===== config.mk =====
export PLATFORM = sky130hd
export DESIGN_NAME = cam_frame_capture
export DESIGN_NICKNAME = d
export VERILOG_FILES = /design/src/rtl/cam_frame_capture.sv
export SDC_FILE = /design/constraint.sdc
export NUM_CORES = 1
export LEC_CHECK = 0
export CAP_MARGIN = 10
export CORE_ASPECT_RATIO = 1.1
export CORE_UTILIZATION = 45
export DETAILED_ROUTE_END_ITERATION = 6
export PLACE_DENSITY = 0.63
export SLEW_MARGIN = 15
export SYNTH_ARGS = -nofsm -noshare
export SYNTH_HDL_FRONTEND = slang
export SYNTH_SLANG_ARGS = --single-unit

===== constraint.sdc =====
create_clock -name pclk -period 3.26 [get_ports pclk]
set_input_delay 0.652 -clock pclk [delete_from_list [all_inputs] [get_ports pclk]]
set_output_delay 0.652 -clock pclk [all_outputs]
set_load 0.01 [all_outputs]

===== src/rtl/cam_frame_capture.sv =====
// Camera byte-stream capture: turns pclk/vsync/href/din into addressed framebuffer
// writes in RAW, RGB565, Y or 2x2-decimated Y format, with per-frame geometry status.
module cam_frame_capture #(
    parameter int H_ACTIVE = 640,
    parameter int V_ACTIVE = 480,
    parameter int ADDR_W   = 19,
    parameter int CNT_W    = 8
) (
    input  logic              pclk,
    input  logic              rst_n,
    input  logic              vsync,
    input  logic              href,
    input  logic [7:0]        din,
    input  logic              cap_en,
    input  logic [1:0]        mode,
    output logic [ADDR_W-1:0] addr,
    output logic [15:0]       dout,
    output logic              we,
    output logic              frame_done,
    output logic              frame_err,
    output logic [CNT_W-1:0]  frame_cnt,
    output logic              busy
);

    localparam int LINE_BYTES = 2 * H_ACTIVE;
    localparam int LIM_RAW    = 2 * H_ACTIVE * V_ACTIVE;
    localparam int LIM_PIX    = H_ACTIVE * V_ACTIVE;
    localparam int LIM_DEC    = (H_ACTIVE / 2) * (V_ACTIVE / 2);
    localparam int WC_W       = $clog2(LIM_RAW + 1);
    localparam int BC_W       = $clog2(LINE_BYTES + 2);
    localparam int LC_W       = $clog2(V_ACTIVE + 3);

    localparam logic [1:0] M_RAW = 2'd0;
    localparam logic [1:0] M_RGB = 2'd1;
    localparam logic [1:0] M_Y   = 2'd2;
    localparam logic [1:0] M_DEC = 2'd3;

    typedef enum logic [1:0] {IDLE, SYNC, ACTIVE, SKIP} state_t;

    state_t            state_q, state_d;
    logic              cfg_en_q, cfg_en_d;
    logic [1:0]        cfg_mode_q, cfg_mode_d;
    logic              phase_q, phase_d;
    logic              pix_odd_q, pix_odd_d;
    logic              line_odd_q, line_odd_d;
    logic              in_line_q, in_line_d;
    logic [BC_W-1:0]   byte_cnt_q, byte_cnt_d;
    logic [LC_W-1:0]   line_cnt_q, line_cnt_d;
    logic [7:0]        hi_q, hi_d;
    logic [WC_W-1:0]   wr_cnt_q, wr_cnt_d;
    logic [ADDR_W-1:0] addr_q, addr_d;
    logic [15:0]       dout_q, dout_d;
    logic              we_q, we_d;
    logic              err_q, err_d;
    logic              ovf_q, ovf_d;
    logic              done_q, done_d;
    logic              ferr_q, ferr_d;
    logic [CNT_W-1:0]  fcnt_q, fcnt_d;

    logic [WC_W-1:0]   limit;
    logic [BC_W-1:0]   bytes_now;
    logic [LC_W-1:0]   lines_final;
    logic              line_end;
    logic              want_wr;

    always_ff @(posedge pclk or negedge rst_n) begin
        if (!rst_n) begin
            state_q    <= IDLE;
            cfg_en_q   <= 1'b0;
            cfg_mode_q <= M_RAW;
            phase_q    <= 1'b0;
            pix_odd_q  <= 1'b0;
            line_odd_q <= 1'b0;
            in_line_q  <= 1'b0;
            byte_cnt_q <= '0;
            line_cnt_q <= '0;
            hi_q       <= '0;
            wr_cnt_q   <= '0;
            addr_q     <= '0;
            dout_q     <= '0;
            we_q       <= 1'b0;
            err_q      <= 1'b0;
            ovf_q      <= 1'b0;
            done_q     <= 1'b0;
            ferr_q     <= 1'b0;
            fcnt_q     <= '0;
        end else begin
            state_q    <= state_d;
            cfg_en_q   <= cfg_en_d;
            cfg_mode_q <= cfg_mode_d;
            phase_q    <= phase_d;
            pix_odd_q  <= pix_odd_d;
            line_odd_q <= line_odd_d;
            in_line_q  <= in_line_d;
            byte_cnt_q <= byte_cnt_d;
            line_cnt_q <= line_cnt_d;
            hi_q       <= hi_d;
            wr_cnt_q   <= wr_cnt_d;
            addr_q     <= addr_d;
            dout_q     <= dout_d;
            we_q       <= we_d;
            err_q      <= err_d;
            ovf_q      <= ovf_d;
            done_q     <= done_d;
            ferr_q     <= ferr_d;
            fcnt_q     <= fcnt_d;
        end
    end

    always_comb begin
        case (cfg_mode_q)
            M_RAW:   limit = WC_W'(LIM_RAW);
            M_DEC:   limit = WC_W'(LIM_DEC);
            default: limit = WC_W'(LIM_PIX);
        endcase
    end

    // Byte and line counts saturate one past nominal so long lines/frames still flag.
    always_comb begin
        if (href && byte_cnt_q != BC_W'(LINE_BYTES + 1)) begin
            bytes_now = byte_cnt_q + BC_W'(1);
        end else begin
            bytes_now = byte_cnt_q;
        end
        line_end    = href | in_line_q;
        lines_final = line_cnt_q + LC_W'(line_end);
        case (cfg_mode_q)
            M_RAW:   want_wr = 1'b1;
            M_RGB:   want_wr = phase_q;
            M_Y:     want_wr = ~phase_q;
            default: want_wr = ~phase_q & ~pix_odd_q & ~line_odd_q;
        endcase
    end

    always_comb begin
        state_d    = state_q;
        cfg_en_d   = cfg_en_q;
        cfg_mode_d = cfg_mode_q;
        phase_d    = href ? ~phase_q : 1'b0;
        pix_odd_d  = pix_odd_q;
        line_odd_d = line_odd_q;
        in_line_d  = in_line_q;
        byte_cnt_d = byte_cnt_q;
        line_cnt_d = line_cnt_q;
        hi_d       = hi_q;
        wr_cnt_d   = wr_cnt_q;
        addr_d     = we_q ? addr_q + ADDR_W'(1) : addr_q;
        dout_d     = dout_q;
        we_d       = 1'b0;
        err_d      = err_q;
        ovf_d      = ovf_q;
        done_d     = 1'b0;
        ferr_d     = ferr_q;
        fcnt_d     = fcnt_q;

        if (vsync) begin
            cfg_en_d   = cap_en;
            cfg_mode_d = mode;
        end

        case (state_q)
            IDLE: begin
                if (vsync) state_d = SYNC;
            end
            SYNC: begin
                addr_d     = '0;
                phase_d    = 1'b0;
                pix_odd_d  = 1'b0;
                line_odd_d = 1'b0;
                in_line_d  = 1'b0;
                byte_cnt_d = '0;
                line_cnt_d = '0;
                wr_cnt_d   = '0;
                if (!vsync) begin
                    state_d = cfg_en_q ? ACTIVE : SKIP;
                    err_d   = 1'b0;
                    ovf_d   = 1'b0;
                end
            end
            ACTIVE: begin
                if (vsync) begin
                    // A line still open at vsync is closed here; its last byte is not written.
                    state_d = SYNC;
                    done_d  = 1'b1;
                    fcnt_d  = fcnt_q + CNT_W'(1);
                    ferr_d  = err_q | ovf_q
                            | (line_end && bytes_now != BC_W'(LINE_BYTES))
                            | (lines_final != LC_W'(V_ACTIVE));
                end else if (href) begin
                    byte_cnt_d = bytes_now;
                    in_line_d  = 1'b1;
                    if (phase_q) pix_odd_d = ~pix_odd_q;
                    else         hi_d      = din;
                    if (want_wr) begin
                        if (wr_cnt_q < limit) begin
                            we_d     = 1'b1;
                            dout_d   = (cfg_mode_q == M_RGB) ? {hi_q, din} : {8'h00, din};
                            wr_cnt_d = wr_cnt_q + WC_W'(1);
                        end else begin
                            ovf_d = 1'b1;
                        end
                    end
                end else begin
                    pix_odd_d = 1'b0;
                    if (in_line_q) begin
                        in_line_d  = 1'b0;
                        byte_cnt_d = '0;
                        line_odd_d = ~line_odd_q;
                        if (line_cnt_q != LC_W'(V_ACTIVE + 1)) line_cnt_d = line_cnt_q + LC_W'(1);
                        if (byte_cnt_q != BC_W'(LINE_BYTES)) err_d = 1'b1;
                    end
                end
            end
            SKIP: begin
                if (vsync) state_d = SYNC;
            end
            default: state_d = IDLE;
        endcase
    end

    assign addr       = addr_q;
    assign dout       = dout_q;
    assign we         = we_q;
    assign frame_done = done_q;
    assign frame_err  = ferr_q;
    assign frame_cnt  = fcnt_q;
    assign busy       = (state_q == ACTIVE);

endmodule


==> impl.org, run 1 <==
** Status
- Outcome :: completed

** Routing
- After detailed routing, the number of vias per cell comes to 5.613.
- Summing over every cut layer, the via total after detailed routing is 4,535.
- In this run, the number of DRC markers left after iteration 0 of detailed routing was 259.
- Wire length per cell after detailed routing :: 15.00 um
- Final Routed Wirelength :: around 12,000 um
- The first detailed-routing pass ran for 4 iterations.
- DRC errors left :: 0
- Once detail routing completed, the nets flagged for antenna violations numbered 0.

** Pwr
- The design draws 3.833 mW.
- Leakage dissipation :: 2.837 nW
- Maximum resistive drop on vdd :: 0.4141 mV
- Dividing total power by cell area gives a power density of 572.8 nW/um^2.

** Layout
- At the end of the flow the core is filled with cells to 0.5561.
- The finished layout holds between 800 and 900 standard cells, fillers aside.
- Of the cells placed in the final design, the portion with a size suffix greater than 1 is 0.09021.
- Top library cells by usage in the layout, fill and taps aside :: 105 x sky130_fd_sc_hd__dfrtp_1, 81 x sky130_fd_sc_hd__nand2_1, 60 x sky130_fd_sc_hd__clkdlybuf4s50_1
- Summing all non-filler instances in the final layout gives an area of between 6000 and 7000 um^2.
- Fill count :: 1,100
- From synthesis to final layout, the design area changed by 20.47%.
- The number of antenna diodes in the final layout is 0.
- The library cell used most frequently in the layout, excluding fill and tap cells, is sky130_fd_sc_hd__dfrtp_1.
- # nets final :: approximately 690

** Yosys
- Avg Synthesized Cell Area :: 9.464 um^2
- Number of enable-type register cells in the synthesized netlist :: 0
- Of the synthesized area, sequential elements account for 0.4730.
- The number of nets handed over by synthesis was 624.
- Yosys synthesis warning count :: 0
- Of the post-synthesis cell area, the dominant cell type holds 0.4730.
- Synthesis instantiated 54 different standard cells from the library.
- In this run the cell area of the synthesized design comes to roughly 5600 um^2.
- Share of flip-flops with an asynchronous set or reset after synthesis :: 1.000
- After synthesis the netlist holds a flip-flop and latch count of 105.
- Ys flop type :: sky130_fd_sc_hd__dfrtp_1
- Leading area contributor after synthesis :: sky130_fd_sc_hd__dfrtp_1
- Ranked by total cell area, the synthesized netlist is headed by sky130_fd_sc_hd__dfrtp_1 47%, sky130_fd_sc_hd__nand2_1 5.5%, sky130_fd_sc_hd__ha_1 5.0%, sky130_fd_sc_hd__o21ai_0 4.3%, sky130_fd_sc_hd__mux2_2 3.6%.
- Synthesized netlist cell count :: 587

** Floorplanning
- The die is 118.5 um tall.
- I/O pin total :: a little over 60
- The core region is 12,030 um^2.
- Width of the die :: 107.9 um
- DIE AREA :: 12,790 um^2
- Row generation in the floorplan step produced 42 rows.
- Initial cell density of the core :: 0.4616

** Timing
- Setup total negative slack :: 0 ps
- Worst Clk Skew :: 7.106 ps
- Worst Hold Slack :: 249.4 ps
- RSZ-0062 raised after global routing :: false
- Transition time of the tightest slew-check pin :: 826.0 ps
- Clock period minus final worst setup slack :: 2897 ps
- Crit share post-route :: 0.8887
- Fmax :: 345.2 MHz
- The number of pins exceeding their max-slew limit in the final report is 0.
- The number of hold violations in the final report came to 0.
- Setup slack on the critical path of the routed design comes to between 300 and 400 ps.
- Worst relative slew slack :: 0.4484
- Setup violations remaining at the end of the flow were counted as 0.

** Place
- Sum of net half-perimeters after detailed placement :: 8583 um
- Placer congestion estimate :: 0.8760
- Count of buffers from port buffering :: 61
- The placed instances occupy a cell area of around 6400 um^2.
- Pre-CTS setup slack :: between 40 and 50 ps
- Instance count after placement with tap cells included :: roughly 800

** Global routing
- Overall global routing resource usage :: 0.2033
- First-pass GRT wire length :: 20,810 um
- Pin count of the biggest net entering global routing :: 72
- Initial antenna violation count :: 0
- Number of global-route vias before repair :: 4,349
- Residual overflow from global routing :: 0

** CTS
- Cts bufs inserted :: 9
- The H-tree was split into 3 levels.
- Once the clock tree was built, the resizer swapped 0 gates to a different size.
- Buffers inserted during post-CTS setup optimization :: 0
- For the worst-skew pair, the clock arrives at the later sink with an insertion delay of 350 ps.
- For this design, the sink count on the clock tree is 105.
- The clock passes through at most 2 buffers.
- Clock tree from TritonCTS :: yes
- Hold Buf Count CTS :: 0
- Master cell of the clock root buffer :: sky130_fd_sc_hd__clkbuf_16
- Worst-path clk slew :: about 80 ps

** Hold path
- Worst min path class :: primary input to asynchronous set/reset pin

** Critical path
- The worst setup path is launched from a register.
- Start-to-end type of the worst setup path :: register to register
- At the worst endpoint, the required time is between 3000 and 4000 ps.
- Kind of capture point of the worst setup path :: register
- Data on the critical path arrives at its endpoint at 3180 ps.
- In this run the worst path has a maximum fanout of 14.
- For the worst flop-to-flop path, the logic depth is 9.

** Run
- Across the run, the number of max-cap violations was 0.
-- final timing paths --
| kind | start | to | slack, ps |
|---|---|---|---|
| hold reg to reg | cfg_en_q$_DFFE_PN0P_ | cfg_en_q$_DFFE_PN0P_ | 460 |
| max in group asynchronous | rst_n | dout[1]$_DFFE_PN0P_ | 2280 |
| hold / removal | rst_n | addr[7]$_DFFE_PN0P_ | 250 |
| setup / recovery | cfg_mode_q[0]$_DFFE_PN0P_ | wr_cnt_q[16]$_DFFE_PN0P_ | 360 |
| setup reg to reg | cfg_mode_q[0]$_DFFE_PN0P_ | wr_cnt_q[16]$_DFFE_PN0P_ | 360 |
| min in group pclk | cfg_en_q$_DFFE_PN0P_ | cfg_en_q$_DFFE_PN0P_ | 460 |
-- sequential cells by signal, summed over array words and instances, names as in the netlist, 2 cells and up --
signal,flops
frame_cnt,8
dout,16
hi_q,8
byte_cnt_q,11
addr,19
state_q,2
cfg_mode_q,2
wr_cnt_q,20
line_cnt_q,9
-- layer usage --
metal  GRT usage  wire, um  share of wire
met4     0.07277       185          0.015
met3     0.03365       380          0.031
met2      0.3348      5861           0.48
met1      0.2676      5688           0.47
met5           0         0              0
-- cell usage after synthesis (3+ instances only) --
master,number
sky130_fd_sc_hd__or4_1,10
sky130_fd_sc_hd__ha_1,22
sky130_fd_sc_hd__and3_1,10
sky130_fd_sc_hd__a22o_1,4
sky130_fd_sc_hd__nand3_1,23
sky130_fd_sc_hd__o211ai_1,3
sky130_fd_sc_hd__clkbuf_1,22
sky130_fd_sc_hd__mux2_2,18
sky130_fd_sc_hd__nor2_1,44
sky130_fd_sc_hd__a21o_1,3
sky130_fd_sc_hd__o21ai_0,48
sky130_fd_sc_hd__and4_1,7
sky130_fd_sc_hd__nand2b_1,5
sky130_fd_sc_hd__nand4_1,18
sky130_fd_sc_hd__nor3b_1,4
sky130_fd_sc_hd__nor3_1,5
sky130_fd_sc_hd__mux2i_1,5
sky130_fd_sc_hd__inv_1,18
sky130_fd_sc_hd__o22ai_1,3
sky130_fd_sc_hd__nor4_1,4
sky130_fd_sc_hd__a31oi_1,4
sky130_fd_sc_hd__dfrtp_1,105
sky130_fd_sc_hd__xor2_1,17
sky130_fd_sc_hd__o31ai_1,8
sky130_fd_sc_hd__nand2_1,81
sky130_fd_sc_hd__or3_1,18
sky130_fd_sc_hd__xnor2_1,12
sky130_fd_sc_hd__a21oi_1,34
-- logic make-up after synthesis --
logic type / share of synthesized area
buf+inv: 0.03153
mux: 0.04550
fa+ha+maj: 0.04955
xor+xnor: 0.04572
compound gates: 0.1399
flops: 0.4730
simple gates: 0.2149
-- worst max-delay path: stages, from the launching register on --
cell	delay, ps
sky130_fd_sc_hd__dfrtp_1	400
sky130_fd_sc_hd__inv_1	70
sky130_fd_sc_hd__ha_1	290
sky130_fd_sc_hd__inv_1	70
sky130_fd_sc_hd__ha_1	330
sky130_fd_sc_hd__and4_1	260
sky130_fd_sc_hd__a221oi_4	380
sky130_fd_sc_hd__o311ai_2	290
sky130_fd_sc_hd__or4_1	580
sky130_fd_sc_hd__a21oi_1	150
-- layout make-up --
| cell class | count | area, um^2 | area share |
|---|---|---|---|
| clock buffers | 9 | 225.2 | 0.03365 |
| clock inverters | 7 | 67.56 | 0.01010 |
| well taps | 154 | 192.7 | 0.02879 |
| inverters | 18 | 67.56 | 0.01010 |
| repair buffers | 76 | 733.2 | 0.1096 |
| flip-flops and latches | 105 | 2628 | 0.3926 |
| multi-input cells | 439 | 2779 | 0.4152 |
-- power breakdown --
| group | switching [mW] | leakage (nW) | internal [mW] |
|---|---|---|---|
| logic | 0.694 | 1.27 | 0.495 |
| registers | 0.114 | 1.43 | 1.46 |
| clock network | 0.526 | 0.142 | 0.541 |
| total | 1.33 | 2.84 | 2.50 |
Note: power is estimated with default switching activity, not from simulation.
==> run 2, diff against run 1 <==
--- a/config.mk
+++ b/config.mk
@@ -9,6 +9,7 @@
 export CORE_ASPECT_RATIO = 1.1
 export CORE_UTILIZATION = 45
 export DETAILED_ROUTE_END_ITERATION = 6
+export HOLD_SLACK_MARGIN = 0.03
 export PLACE_DENSITY = 0.63
 export SLEW_MARGIN = 15
 export SYNTH_ARGS = -nofsm -noshare
==> results of run 2 <==
Same layout as run 1: the final DEF is identical, and so are final timing and power.
==> run 3, diff against run 2 <==
--- a/config.mk
+++ b/config.mk
@@ -7,10 +7,10 @@
 export LEC_CHECK = 0
 export CAP_MARGIN = 10
 export CORE_ASPECT_RATIO = 1.1
-export CORE_UTILIZATION = 45
+export CORE_UTILIZATION = 30
 export DETAILED_ROUTE_END_ITERATION = 6
 export HOLD_SLACK_MARGIN = 0.03
-export PLACE_DENSITY = 0.63
+export PLACE_DENSITY = 0.45
 export SLEW_MARGIN = 15
 export SYNTH_ARGS = -nofsm -noshare
 export SYNTH_HDL_FRONTEND = slang
==> run 3 against run 2 <==
  * Power is 0.58% higher
  * Design area is 1.4% higher
  * Routed wire length is 7.4% higher
  * Sequential power hardly changed
  * Clock power hardly changed
  * Highest routed layer unchanged
  * Clock skew is 2.6 ps higher
  * Non-clock buffer count stayed put
  * Sequential cell count stayed put
  * Critical path depth is 1 higher
  * First-iteration DRC count is 24% lower
  * Worst setup slack better by 56 ps
  * Register-to-register slack better by 60 ps
  * Largest power group unchanged
==> impl.org, run 3 (synthesis gave the netlist of run 1 again) <==
** CTS
- For this design, the sink count on the clock tree is about 110.
- The tree is rooted in a sky130_fd_sc_hd__clkbuf_16.
- Number of gates given a new drive strength after cts :: 0
- Clock Path Buffers :: 2
- TritonCTS created 9 clock buffers.
- The number of setup buffers added after CTS is 0.
- Clock latency of the later-clocked register in the worst-skew pair :: about 350 ps
- CTS built an H-tree with a depth of 3.
- Hold Buf Count CTS :: 0
- Worst-path clk slew :: 70 ps
- TritonCTS built the clock tree.

** Place
- Port buffering added between 60 and 70 buffers.
- Sum of net half-perimeters after detailed placement :: slightly above 9000 um
- At the end of routability-driven placement, the weighted congestion stood at between 0.7 and 0.8.
- Instance count after placement with tap cells included :: ~880

** Critical path
- The worst register-to-register path has a depth of 10.
- CP Cell Sequence :: inv_1 -> ha_1 -> inv_1 -> ha_1 -> and4_1 -> a221oi_4 -> o311ai_2 -> buf_12 -> or4_1 -> a21oi_1
- On the critical path the largest part of the delay comes from simple AND/OR/NAND/NOR gates.
- Endpoint of the lowest-slack register-to-register path :: wr_cnt_q[18]$_DFFE_PN0P_
- Required time of the critical path :: 3540 ps
- Register-to-Register Setup Slack :: 420 ps
- Data on the critical path arrives at its endpoint at 3120 ps.
- Longest individual stage delay on the worst path :: 510 ps
- Slowest library cell on the worst path :: sky130_fd_sc_hd__or4_1
- STA classifies the critical path endpoint as a register.
- Capture point of the worst path :: wr_cnt_q[18]$_DFFE_PN0P_
- In this run the critical register-to-register path is launched from cfg_mode_q[0]$_DFFE_PN0P_.
- In this run the number of cells on the critical path is 10.
- By startpoint and endpoint, the worst setup path is classified as register to register.
- The worst setup path is launched from a register.
- CP Launch Point :: cfg_mode_q[0]$_DFFE_PN0P_
- Number of buffers and inverters on the critical path :: 3
- In this run the worst path has a maximum fanout of 40.

** Floorplanning
- Initial cell density of the core :: 0.3098
- I/O pin total :: slightly above 60
- Vertical die dimension :: 144.7 um
- Width of the die :: about 130 um
- DIE AREA :: 19,070 um^2
- Area of the core :: between 15,000 and 20,000 um^2
- In this run the core area contains 51 standard-cell rows.

** Global routing
- Across every metal layer, demand over resource in global routing totals 0.1437.
- The initial antenna violation count was 0.
- The number of global-route vias before repair is 4,326.
- The first global-routing pass estimated 22,040 um of wire.
- For this run the aggregate overflow at the end of global routing stands at 0.
- Pin count of the biggest net entering global routing :: a little under 60

** Timing
- The tightest hold path in the finished design has a slack of approximately 400 ps.
- For the pin with the worst max-slew slack, the measured transition is 816.0 ps.
- Crit share post-route :: 0.8715
- Fmax :: 352.0 MHz
- Worst relative slew slack :: 0.4560
- Setup repair after global routing left no endpoint under its margin.
- On the final layout, the worst clock skew is roughly 9.7 ps.
- Setup total negative slack :: 0 ps
- Number of max-slew violations in the final report :: 0
- The routed design could run at a clock period as short as 2841 ps.
- The number of hold violations in the final report is 0.
- Final count of negative-setup-slack endpoints :: 0

** Pwr
- Combinational fraction of design power :: 0.310
- Switch Pwr :: 1.348 mW
- Internal power comes to 2.508 mW.
- Summed over all cells, the static leakage comes to 2.819 nW.
- Power density normalized to cell area :: 568.3 nW/um^2
- The share of total power dissipated in the clock network is 0.280.
- The share of total power dissipated in sequential elements is 0.410.
- Switching part of the total :: 0.3496
- Design Power :: 3.856 mW
- Maximum resistive drop on vdd :: 0.2874 mV

** Layout
- The top cell types in the final layout, fill and taps aside, are 105 x sky130_fd_sc_hd__dfrtp_1, 81 x sky130_fd_sc_hd__nand2_1, 60 x sky130_fd_sc_hd__clkdlybuf4s50_1.
- Antenna diode count :: 0
- Leaving out fill and tap cells, the most frequent cell in the layout is sky130_fd_sc_hd__dfrtp_1.
- At the end of the flow the core is filled with cells to 0.3783.
- Max FFs per register :: 20
- The finished layout holds 891 standard cells, fillers aside.
- # nets final :: 685
- Of the cells placed in the final design, the portion with a size suffix greater than 1 is 0.08729.
- From synthesis to final layout, the design area changed by 22.12%.
- Counting flops per register, the top entry is wr_cnt_q.

** Routing
- Antenna Violating Nets Remaining :: 0
- Initial drt markers :: 196
- The first detailed-routing pass ran for 4 iterations.
- Number of vias per cell after detailed routing :: 5.058
- Wire length per cell after detailed routing :: 14.61 um
- Detailed routing inserted a total of 4,507 vias.
- DRC errors left :: 0
- Final Routed Wirelength :: 13,020 um

** Hold path
- In this run the worst hold path is classified as primary input to asynchronous set/reset pin.

** Run
- Max-cap violations :: 0

** Status
- The run finished with clean final reports.
## run 3: how the worst min path moves through the flow
stage | endpoint | slack, ps
2_1_floorplan | addr[0]$_DFFE_PN0P_ | 360
3_3_place_gp | cfg_en_q$_DFFE_PN0P_ | 450
3_5_place_dp | cfg_en_q$_DFFE_PN0P_ | 450
4_1_cts | byte_cnt_q[4]$_DFFE_PN0P_ | 430
5_1_grt | ovf_q$_DFFE_PN0P_ | 460
6_report | byte_cnt_q[1]$_DFFE_PN0P_ | 400
## run 3: layer usage
layer  up-vias  share of wire  track usage
li1       2225              -            -
met1      2206           0.47       0.1856
met2        64           0.48       0.2417
met3        12          0.028      0.02403
met4         0          0.014      0.05508
met5         -              0            0
## run 3: stage by stage
stage / area (um^2) / worst slack, ps
after detailed placement: 6491 / 85.33
after global routing: 6784 / 251.5
final: 6784 / 418.8
after floorplan: 5555 / 645.9
after global placement: 6491 / 147.1
after CTS: 6784 / 426.1
## run 3: power groups by stage
| stage | sequential (mW) | clock (mW) | combinational [mW] |
|---|---|---|---|
| after floorplan | 1.62 | 0 | 0.669 |
| after global placement | 1.60 | 0 | 1.20 |
| after detailed placement | 1.61 | 0 | 1.21 |
| after CTS | 1.58 | 1.13 | 1.21 |
| after global routing | 1.61 | 1.18 | 1.33 |
| final | 1.58 | 1.08 | 1.20 |
## run 3: area by class of cell
class,instances,area (um^2)
Multi-Input combinational cell,438,2753
Sequential cell,105,2628
Timing Repair Buffer,76,745.7
Tap cell,238,297.8
Inverter,18,67.56
Clock inverter,6,63.81
Clock buffer,10,229.0
Fill cell,1792,11150
==> patch 1: new RTL, config.mk and constraints of run 1 <==
`hi_q`, `addr_q` and `dout_q` no longer have a reset.
--- a/src/rtl/cam_frame_capture.sv
+++ b/src/rtl/cam_frame_capture.sv
@@ -76,6 +76,3 @@
             line_cnt_q <= '0;
-            hi_q       <= '0;
             wr_cnt_q   <= '0;
-            addr_q     <= '0;
-            dout_q     <= '0;
             we_q       <= 1'b0;
@@ -96,6 +93,3 @@
             line_cnt_q <= line_cnt_d;
-            hi_q       <= hi_d;
             wr_cnt_q   <= wr_cnt_d;
-            addr_q     <= addr_d;
-            dout_q     <= dout_d;
             we_q       <= we_d;
@@ -107,2 +101,8 @@
         end
+    end
+
+    always_ff @(posedge pclk) begin
+        hi_q   <= hi_d;
+        addr_q <= addr_d;
+        dout_q <= dout_d;
     end
Behaviour: differs if rst_n is asserted again (counterexample within 4 cycles, from zero or initial values and one cycle with rst_n low); with rst_n held inactive, the same outputs for 4 cycles.
==> patch 1 against run 1 <==
Power decreased by 13%. Via count decreased by 7.6%. Routed wire length decreased by 8.1%. Sequential cell count unchanged. Non-clock buffer count decreased by 5. Area after synthesis decreased by 2.6%. Worst setup slack improved by 0.087 ns. Sequential share of layout area increased by 1.6 points. Synthesized cell count decreased by 6.8%. Design area decreased by 3.0%. Largest power group unchanged.
==> patch 1: results (changes against run 1) <==
Setup path
  – Crit. Startpoint: state_q[0]$_DFFE_PN0P_
  – R2R cell count: 8 (-1)
  – Slowest-stage cell, CP: nor2b_1
  – Delay of the slowest critical-path stage: 0.63 ns (+0.05 ns)
  – CP arrival: 3.02 ns (-0.16 ns)
  – Reg2Reg Capture Point: line_cnt_q[8]$_DFFE_PN0P_
  – Reg2reg setup slack: 0.45 ns (+0.09 ns)

Synthesis
  – Mean Syn Cell Area: 9.891 µm² (+4.5%)
  – Compound-Gate Fraction of Synth Area: 12.93% (-1.1 points)
  – Largest cells by area after synthesis: dfrtp_1 29%, edfxtp_1 13%, dfxtp_1 7.0%
  – Adder-cell share of the synthesized area: 5.088% (+0.13 points)
  – XOR/XNOR Fraction of Synth Area: 6.314% (+1.7 points)
  – FFs w/ async S/R, synth: 59.05% (-41 points)
  – Mux cell area share after synthesis: 1.711% (-2.8 points)
  – Register area share after synthesis: 49.03% (+1.7 points)
  – Post-Syn Nets: 584 (-6.4%)
  – Commonest cells in the synthesized netlist: 62 x dfrtp_1, 49 x nor2_1, 45 x nand2_1

Detailed routing
  – Routed len/inst: 14.58 µm (-2.8%)
  – Vias per Instance: 5.487 (-2.2%)
  – Total Routed Length: 11140 µm (-8.1%)
  – Initial drt markers: 171 (-34%)
  – Initial DRT Pass Iterations: 7 (+3)

Place
  – Hpwl dp: 8055 µm (-6.1%)
  – GPL Wtd Cong: 0.8253 (-5.8%)
  – Post-Place Cells: 748 (-5.4%)
  – DP Worst Slack: 0.2135 ns (+0.1642 ns)
  – Placed cell area: 6192 µm² (-3.0%)

Power
  – Leakage: 2.590 nW (-8.7%)
  – Net Sw Frac: 31.86% (-2.9 points)
  – Pint: 0.002280 W (-8.8%)
  – Clock share of power: 31.9% (+4.1 points)
  – Largest vdd supply drop: 0.2787 mV (-33%)

Global route
  – First-pass GRT wire length: 18510 µm (-11%)
  – Vias in the first global route: 3859 (-11%)
  – GRT Total Usage: 18.72% (-1.6 points)
  – Largest net degree at the start of global routing: 30 (-58%)

CTS
  – Post-CTS Setup Bufs: 0 (unchanged)

Outcome
  – Outcome: complete, no violations

STA
  – Max_slew headroom: 48.06% (+3.2 points)
  – Final Hold Slack: 0.2021 ns (-0.04732 ns)
  – Crit share post-route: 86.21% (-2.7 points)
  – Worst Skew: 0.007484 ns (+0.0003777 ns)

Final layout
  – Layout cell share with drive strength beyond 1: 5.700% (-3.3 points)
  – Fin nets: 646 (-5.8%)
  – Max reg flops: 20 (unchanged)
==> patch 1: routing by layer <==
layer | share of wire, % | GRT usage [%] | up-vias
met3 | 4.0 | 2.547 | 11
met4 | 1.4 | 6.575 | 0
met1 | 49 | 25.29 | 2012
met2 | 46 | 31.21 | 85
met5 | 0 | 0 | -
li1 | - | - | 2084
==> patch 1: area by class of cell <==
cell class | instances | area [µm²]
fill | 1022 | 5102
clock buffer | 12 | 267.8
inverter | 25 | 93.84
sequential | 105 | 2653
multi-input combinational | 397 | 2577
clock inverter | 4 | 31.28
timing repair buffer | 71 | 680.7
tap | 150 | 187.7
==> patch 1: kinds of logic (layout without fill, tap and decap cells) <==
| logic type | Yosys count | after routing |
|---|---|---|
| buffers and inverters | 45 | 112 |
| adder cells (fa/ha/maj) | 22 | 22 |
| XOR/XNOR | 39 | 39 |
| flip-flops | 105 | 105 |
| AND/OR/NAND/NOR | 222 | 222 |
| AO/OA/AOI/OAI | 105 | 105 |
| multiplexers | 9 | 9 |
==> patch 2: new RTL, config.mk and constraints of run 1 <==
Made on the original files. Change the parameter `ADDR_W` from 19 to 27.
--- a/src/rtl/cam_frame_capture.sv
+++ b/src/rtl/cam_frame_capture.sv
@@ -5,3 +5,3 @@
     parameter int V_ACTIVE = 480,
-    parameter int ADDR_W   = 19,
+    parameter int ADDR_W   = 27,
     parameter int CNT_W    = 8
Interface: changed (resized addr); port bits go from 62 to 70. No check against the original RTL was run, so the function may have changed too.
==> patch 2 against run 1 <==
The run now ends with design-rule violations left. Largest cell class unchanged. Area after synthesis increased by 7.2%. Highest routed layer unchanged. Design area increased by 13%. Combinational power decreased by 4%. Sequential cell count increased by 8. Largest power group is now clock. Power increased by 28%. Critical endpoint is now wr_cnt_q[17]$_DFFE_PN0P_. Routed wire length increased by 9.8%. Cell count increased by 7.4%. Utilization increased by 3.6 points. Critical path type unchanged. First-iteration DRC count increased by 21%. Worst setup slack got worse by 0.075 ns.
==> patch 2: results (changes against run 1) <==
Outcome
  – Outcome: complete, but fails checks
  – Failing checks: design-rule violations

Global route
  – First-pass GRT wire length: 22420 µm (+7.7%)
  – Largest net degree at the start of global routing: 68 (-5.6%)
  – Vias in the first global route: 4595 (+5.7%)

STA
  – Slew @ Worst Pin: 0.8870 ns (+0.06097 ns)
  – Final Hold Slack: 0.3390 ns (+0.08967 ns)

Synthesis
  – Register area share after synthesis: 47.48% (+0.18 points)
  – Post-Syn Nets: 655 (+5.0%)

Detailed routing
  – Total Routed Length: 13310 µm (+9.8%)
  – Remaining DRCs: 6 (+6)

CTS
  – H-tree depth: 4 (+1)
  – Num CTS Buffers: 17 (+8)

Final layout
  – Max reg flops: 27 (+35%)
  – CLK BUF: 19 (+10)
  – Signal inverters: 27 (+9)
  – Clock network area share: 8.621% (+4.2 points)
  – Layout cell share with drive strength beyond 1: 10.97% (+1.9 points)
  – Final non-clock buffer share: 11.51% (+0.55 points)

Setup path
  – CP arrival: 3.31 ns (+0.13 ns)
  – Reg2reg setup slack: 0.29 ns (-0.07 ns)

Power
  – Largest vdd supply drop: 0.4028 mV (-2.7%)
  – Leakage: 3.254 nW (+15%)

Place
  – GPL Wtd Cong: 0.8422 (-3.9%)
  – Post-Place Cells: 831 (+5.1%)
==> patch 2: metal layers <==
metal	up-vias	wire length [µm]	global-route usage, %
li1	2344	-	-
met1	2339	6171	27.13
met2	89	6437	33.11
met3	17	502	5.235
met4	0	194	8.361
met5	-	0	0
==> patch 2: power groups by stage <==
stage	registers, W	clock network (W)	logic (W)
6_report	0.00173	0.00204	0.00114
3_3_place_gp	0.00174	0	0.00111
4_1_cts	0.00173	0.00209	0.00114
3_5_place_dp	0.00175	0	0.00113
2_1_floorplan	0.00179	0	0.000591
5_1_grt	0.00176	0.00214	0.00126
==> patch 2: worst reg2reg max path: cells and delay by family, from the launching register on <==
kind	cells	cell delay, ns
and+or+nand+nor	3	1.04
DFF	1	0.39
buffers and inverters	3	0.36
adders and majority gates	2	0.57
AOI/OAI and AO/OA	3	0.55
==> patch 2: worst max-delay path by stage <==
| stage | startpoint | to | slack [ns] | depth (start not counted) |
|---|---|---|---|---|
| floorplan | cfg_mode_q[0]$_DFFE_PN0P_ | dout[7]$_DFFE_PN0P_ | 0.37 | 12 |
| global route | cfg_mode_q[0]$_DFFE_PN0P_ | wr_cnt_q[13]$_DFFE_PN0P_ | 0.08 | 11 |
| detailed placement | cfg_mode_q[0]$_DFFE_PN0P_ | dout[1]$_DFFE_PN0P_ | 0.03 | 10 |
| CTS | cfg_mode_q[0]$_DFFE_PN0P_ | dout[2]$_DFFE_PN0P_ | 0.02 | 10 |
| finish | cfg_mode_q[0]$_DFFE_PN0P_ | wr_cnt_q[17]$_DFFE_PN0P_ | 0.29 | 11 |
| global placement | cfg_mode_q[0]$_DFFE_PN0P_ | dout[4]$_DFFE_PN0P_ | 0.14 | 10 |
